File: src/rtl/dm_job_scheduler.sv
// dm_job_scheduler
//
// Queues data-mover jobs {src, dst, count} in a FIFO. It launches them one at a time on the
// mover's src_address/dst_address/byte_count/start/idle control port. Each job retires with
// a job_done pulse, qualified by job_err. A running completion count is kept.
//
// Configuration macro: DM_SCHED_SKIP_ZERO_EN
//   defined   - a popped job with count == 0 (and dst != 0) retires immediately with
//               job_done=1, job_err=0. It is not launched, and the output registers are
//               left unchanged.
//   undefined - zero-count jobs are launched like any other job.
//
// Parameters:
//   DEPTH         job FIFO depth (power of two, 2..64)
//   BUSY_TIMEOUT  cycles to wait for idle to drop after start (1..255)
//
// Ports:
//   clk, reset                  clock, asynchronous active-high reset
//   enable                      allow launching (pushes are accepted regardless)
//   push_src/dst/count, push_valid, push_ready
//                               job producer interface
//   src_address, dst_address, byte_count, start, idle
//                               data mover control port
//   job_done, job_err           retire pulse and its error qualifier
//   busy                        FSM is not idle
//   queue_level                 jobs held in the FIFO
//   completed                   count of job_done pulses (wraps)

module dm_job_scheduler #(
    parameter int unsigned DEPTH        = 8,
    parameter int unsigned BUSY_TIMEOUT = 16
) (
    input  logic                     clk,
    input  logic                     reset,
    input  logic                     enable,
    input  logic [63:0]              push_src,
    input  logic [63:0]              push_dst,
    input  logic [63:0]              push_count,
    input  logic                     push_valid,
    output logic                     push_ready,
    output logic [63:0]              src_address,
    output logic [63:0]              dst_address,
    output logic [63:0]              byte_count,
    output logic                     start,
    input  logic                     idle,
    output logic                     job_done,
    output logic                     job_err,
    output logic                     busy,
    output logic [$clog2(DEPTH):0]   queue_level,
    output logic [31:0]              completed
);

    localparam int unsigned AW = $clog2(DEPTH);
    localparam logic [AW:0] FULL_LEVEL   = (AW + 1)'(DEPTH);
    localparam logic [AW:0] PTR_ONE      = (AW + 1)'(1);
    localparam logic [7:0]  TIMEOUT_LAST = 8'(BUSY_TIMEOUT - 1);

    typedef enum logic [1:0] {
        S_IDLE,
        S_WAIT_BUSY,
        S_WAIT_DONE
    } state_t;

    state_t state_q, state_d;

    logic [191:0] mem [DEPTH];
    logic [AW:0]  wptr_q, rptr_q;
    logic [7:0]   timer_q, timer_d;

    logic [63:0]  src_q, dst_q, cnt_q;
    logic         start_q, done_q, err_q;
    logic [31:0]  completed_q;

    logic         push, pop, launch, done_d, err_d, empty;
    logic [191:0] head;
    logic [63:0]  head_src, head_dst, head_count;

    // Pointers carry one extra bit, so the full and empty states stay distinct.
    assign queue_level = wptr_q - rptr_q;
    assign empty       = (queue_level == '0);
    assign push_ready  = (queue_level != FULL_LEVEL);
    assign push        = push_valid && push_ready;

    assign head       = mem[rptr_q[AW-1:0]];
    assign head_src   = head[191:128];
    assign head_dst   = head[127:64];
    assign head_count = head[63:0];

    // Storage is not reset; an entry is only read after it has been written.
    always_ff @(posedge clk) begin
        if (push) begin
            mem[wptr_q[AW-1:0]] <= {push_src, push_dst, push_count};
        end
    end

    always_comb begin
        state_d = state_q;
        timer_d = timer_q;
        pop     = 1'b0;
        launch  = 1'b0;
        done_d  = 1'b0;
        err_d   = 1'b0;
        unique case (state_q)
            S_IDLE: begin
                if (!empty && enable && idle) begin
                    pop = 1'b1;
                    if (head_dst == '0) begin
                        // The mover refuses a null destination, so retire the job as an error.
                        done_d = 1'b1;
                        err_d  = 1'b1;
                    end
`ifdef DM_SCHED_SKIP_ZERO_EN
                    else if (head_count == '0) begin
                        done_d = 1'b1;
                    end
`endif
                    else begin
                        launch  = 1'b1;
                        state_d = S_WAIT_BUSY;
                        timer_d = '0;
                    end
                end
            end
            S_WAIT_BUSY: begin
                if (!idle) begin
                    state_d = S_WAIT_DONE;
                end else if (timer_q == TIMEOUT_LAST) begin
                    done_d  = 1'b1;
                    err_d   = 1'b1;
                    state_d = S_IDLE;
                end else begin
                    timer_d = timer_q + 8'd1;
                end
            end
            S_WAIT_DONE: begin
                if (idle) begin
                    done_d  = 1'b1;
                    state_d = S_IDLE;
                end
            end
            default: state_d = S_IDLE;
        endcase
    end

    always_ff @(posedge clk or posedge reset) begin
        if (reset) begin
            state_q     <= S_IDLE;
            timer_q     <= '0;
            wptr_q      <= '0;
            rptr_q      <= '0;
            src_q       <= '0;
            dst_q       <= '0;
            cnt_q       <= '0;
            start_q     <= 1'b0;
            done_q      <= 1'b0;
            err_q       <= 1'b0;
            completed_q <= '0;
        end else begin
            state_q <= state_d;
            timer_q <= timer_d;
            start_q <= launch;
            done_q  <= done_d;
            err_q   <= err_d;
            if (push) begin
                wptr_q <= wptr_q + PTR_ONE;
            end
            if (pop) begin
                rptr_q <= rptr_q + PTR_ONE;
            end
            if (launch) begin
                src_q <= head_src;
                dst_q <= head_dst;
                cnt_q <= head_count;
            end
            if (done_d) begin
                completed_q <= completed_q + 32'd1;
            end
        end
    end

    assign src_address = src_q;
    assign dst_address = dst_q;
    assign byte_count  = cnt_q;
    assign start       = start_q;
    assign job_done    = done_q;
    assign job_err     = err_q;
    assign busy        = (state_q != S_IDLE);
    assign completed   = completed_q;

endmodule

File: config.mk
export PLATFORM = sky130hd
export DESIGN_NAME = dm_job_scheduler
export DESIGN_NICKNAME = d
export VERILOG_FILES = /design/src/rtl/dm_job_scheduler.sv
export SDC_FILE = /design/constraint.sdc
export NUM_CORES = 2
export LEC_CHECK = 0
export ABC_CLOCK_PERIOD_IN_PS = 30500
export BUFFER_PORTS_ARGS = -buffer_cell sky130_fd_sc_hd__buf_2
export CORE_ASPECT_RATIO = 2
export CORE_MARGIN = 2
export CORE_UTILIZATION = 50
export DETAILED_ROUTE_END_ITERATION = 10
export HOLD_SLACK_MARGIN = 0.06
export PLACE_DENSITY = 0.66
export SYNTH_ARGS = -nofsm -noshare
export SYNTH_HDL_FRONTEND = slang
export SYNTH_SLANG_ARGS = --single-unit
File: constraint.sdc
create_clock -name clk -period 30.5 [get_ports clk]
set_input_delay 3.05 -clock clk [delete_from_list [all_inputs] [get_ports clk]]
set_output_delay 3.05 -clock clk [all_outputs]
set_load 0.01 [all_outputs]
==> flow_metrics.tcl <==
set metrics [dict create \
    hold_start "dst_address[63]$_DFFE_PP0P_" \
    fin_cells 5439 \
    dieArea_sq_um 137000 \
    critical_path_class "flip-flop to flip-flop" \
    min_period_over_period 0.285 \
    dpl.hpwl_mm 79.9 \
    postRouteAntennaNets 0 \
    yosys.area.top_type "edfxtp_1" \
    multi_input_area_sq_um 13900 \
    dp_cells 5141 \
    path_cells "buf_4, buf_4, buf_4, mux4_2, mux2i_1, nand4_1, nor4_1, nand4_2, nand2_8, buf_4, buf_4, o21ai_0" \
    intPower_mw 5.04 \
    powerDensity_nw_per_um2 95.1 \
    die_w_um 263 \
    cp.arrival_ns 9.32 \
    grt_pass1_wl_mm 216 \
    rsz0062_at_grt "no" \
    postCtsSetupBuffers 0 \
    ctsResizeCount 0 \
    setup_tns_ns 0 \
    path_max_fanout 100 \
    ys_async_sr_fraction 0.138 \
    netSwitchingPower_mw 2.18 \
    area_growth_pct 13.6 \
    first_iter_violations 2449 \
    pin_count 430 \
    cts_root_buf "clkbuf_16" \
    syn-cell-area_sq_um 66800 \
    busiest_layer "met2" \
    reg2reg_slack_ns 21.80 \
    hold_violations 0 \
    clock_sinks 1781 \
    avgSynthCellArea_sq_um 21.5 \
    leakagePower_nw 26.7 \
    die_height_um 521 \
    seqCellArea_sq_um 52300 \
    grt_max_degree 138 \
    slowest_delay_ns 0.90 \
    maxCapViolations 0 \
    final_common_cell "edfxtp_1" \
    ys.flop_type "edfxtp_1" \
    ir_worst_vdd_mv 0.0926 \
    drive_gt1_frac 0.299 \
    wl_per_cell_um 26.6 \
    insertion_delay_ns 0.78 \
    cp_slowest_cell "dfrtp_4" \
    critPathTopFamily "buffers and inverters" \
    slew_viol_final 0 \
    portBuffers 429 \
    worstPathRequired_ns 31.12 \
    htree_levels 4 \
    combPwrFrac 0.275 \
    use_met3 0.0564 \
    tritoncts "done" \
    hold_path_end "dst_address[63]$_DFFE_PP0P_" \
    tightest_slew_ns 1.17 \
    cts_buffer_depth 3 \
    wl_mm 145 \
    drc_errors 0 \
    crit_path_start_kind "flip-flop" \
    syn_inst 3102 \
    cts_hold_buf 0 \
    vias 31500 \
    grt.total_usage 0.214 \
    synth_fp_nets 3307 \
    synthTopCellsByArea "edfxtp_1 69%, mux4_2 13%, dfrtp_1 9.2%" \
    outcome "complete, no violations" \
    drtPass1Iterations 5 \
    ys_seq_area_frac 0.782 \
    grtUsageMet1 0.266 \
    fill_cells 9798 \
    cp-end-kind "flip-flop" \
    yosysWarningCount 0 \
    synth.distinct_cells 54 \
    fin_crit_ns 8.70 \
    cts-buffers-inserted 152 \
    antenna_found_initial 40 \
    power.share.switching 0.302 \
    timing.fmax_mhz 115 \
    synth_top_area_share 0.690 \
    fin_skew_ns 0.0416 \
    gp_congestion 0.769 \
    total_power_mw 7.22 \
    rows 189 \
    cpMostUsedCell "buf_4" \
    worstReg2RegStart "rptr_q[0]$_DFFE_PP0P_" \
    layout_common_cells "1536 x edfxtp_1, 429 x buf_2, 371 x mux4_2, 242 x dfrtp_1, 205 x nand2_1" \
    nNetsFinal 3781 \
    viasPerCell 5.80 \
    setup_violations 0 \
    power_frac_seq 0.460 \
    synth-seq-cells 1781 \
    grt_pass1_vias 33400 \
    reg2regPathDepth 12 \
    holdCritPathClass "flip-flop to flip-flop" \
    grt.overflow.total 0 \
    relSlewSlack 0.221 \
    cts.clk_slew.worst_paths_ns 0.07 \
    r2r-end "byte_count[39]$_DFFE_PP0P_" \
    grt_use_met2 0.374 \
    core_area_sq_um 133000 \
    critPathBufInv 5 \
    min_path_cells 2 \
    synth_edf_count 1536 \
    p_clk_frac 0.265 \
    initial_core_util 0.504 \
]
## logic make-up after synthesis
kind of cell	after synthesis	share of synthesized area
DFF	1781	0.782
muxes	590	0.161
and+or+nand+nor	298	0.0201
AOI/OAI and AO/OA	215	0.0177
buffers and inverters	168	0.0118
xor gates and xnor gates	42	0.00550
adders and majority gates	8	0.00161
## through the flow
| stage | hold slack [ns] | util | area [sq um] | worst slack, ns |
|---|---|---|---|---|
| floorplan | 0.456 | - | 66800 | 6.51 |
| global placement | 0.458 | 0.535 | 71000 | 21.57 |
| detailed placement | 0.464 | 0.535 | 71000 | 21.49 |
| CTS | 0.479 | 0.572 | 75900 | 21.44 |
| global route | 0.495 | 0.572 | 75900 | 21.02 |
| finish | 0.473 | 0.572 | 75900 | 21.80 |
## state kept, by name, summed over array words and instances (netlist names)
name / cells
rptr_q: 4
job_done: 1
completed: 32
mem: 1536
src_address: 64
wptr_q: 4
state_q: 2
start: 1
timer_q: 8
byte_count: 64
job_err: 1
dst_address: 64
## area by class of cell
cell class                 count  share of cell area
tap                         1719              0.0283
inverter                      12            0.000824
clock inverter                68             0.00921
multi-input combinational   1153               0.183
clock buffer                 213              0.0554
antenna                       17            0.000560
timing repair buffer         476              0.0347
sequential                  1781               0.688
## synthesized netlist by cell type, types with 6 or more instances
library cell,n
edfxtp_1,1536
mux4_2,371
dfrtp_1,245
nand2_1,205
mux2i_1,180
o21ai_0,171
clkbuf_1,91
buf_1,25
xnor2_1,22
mux2_2,21
nand4_1,21
xor2_1,20
nand3_1,19
buf_2,17
o21ai_1,16
mux4_1,13
buf_4,12
inv_1,11
and3_1,10
buf_6,10
a21oi_1,8
nor2_1,8
ha_1,7
a211oi_2,6
nor4_1,6
## routing by layer
layer	up-vias	part of all wire
li1	13600	-
met3	237	0.067
met4	38	0.021
met5	-	0.0017
met2	890	0.52
met1	16800	0.39
## power groups by stage
stage / registers [mW] / clock network (mW) / logic, mW
3_5_place_dp: 3.38 / 0 / 2.04
4_1_cts: 3.33 / 1.96 / 2.05
3_3_place_gp: 3.36 / 0 / 2.03
6_report: 3.32 / 1.91 / 1.99
2_1_floorplan: 3.55 / 0 / 1.31
5_1_grt: 3.36 / 2.04 / 2.16
## how the worst max path moves through the flow
| stage | startpoint | end | cells after the start |
|---|---|---|---|
| after detailed placement | rptr_q[0]$_DFFE_PP0P_ | byte_count[41]$_DFFE_PP0P_ | 12 |
| after global placement | rptr_q[0]$_DFFE_PP0P_ | byte_count[40]$_DFFE_PP0P_ | 12 |
| final | rptr_q[0]$_DFFE_PP0P_ | byte_count[39]$_DFFE_PP0P_ | 12 |
| after global routing | rptr_q[0]$_DFFE_PP0P_ | byte_count[53]$_DFFE_PP0P_ | 12 |
| after floorplan | push_valid | mem[4][0]$_DFFE_PP_ | 2 |
| after CTS | rptr_q[0]$_DFFE_PP0P_ | byte_count[53]$_DFFE_PP0P_ | 12 |
## worst reg2reg max path, cell delays in order, from the launching register on
cell,delay [ns]
dfrtp_4,0.90
buf_4,0.90
buf_4,0.87
buf_4,0.85
mux4_2,0.60
mux2i_1,0.30
nand4_1,0.22
nor4_1,0.59
nand4_2,0.63
nand2_8,0.77
buf_4,0.76
buf_4,0.85
o21ai_0,0.32
Note: power is estimated with default switching activity, not from simulation.
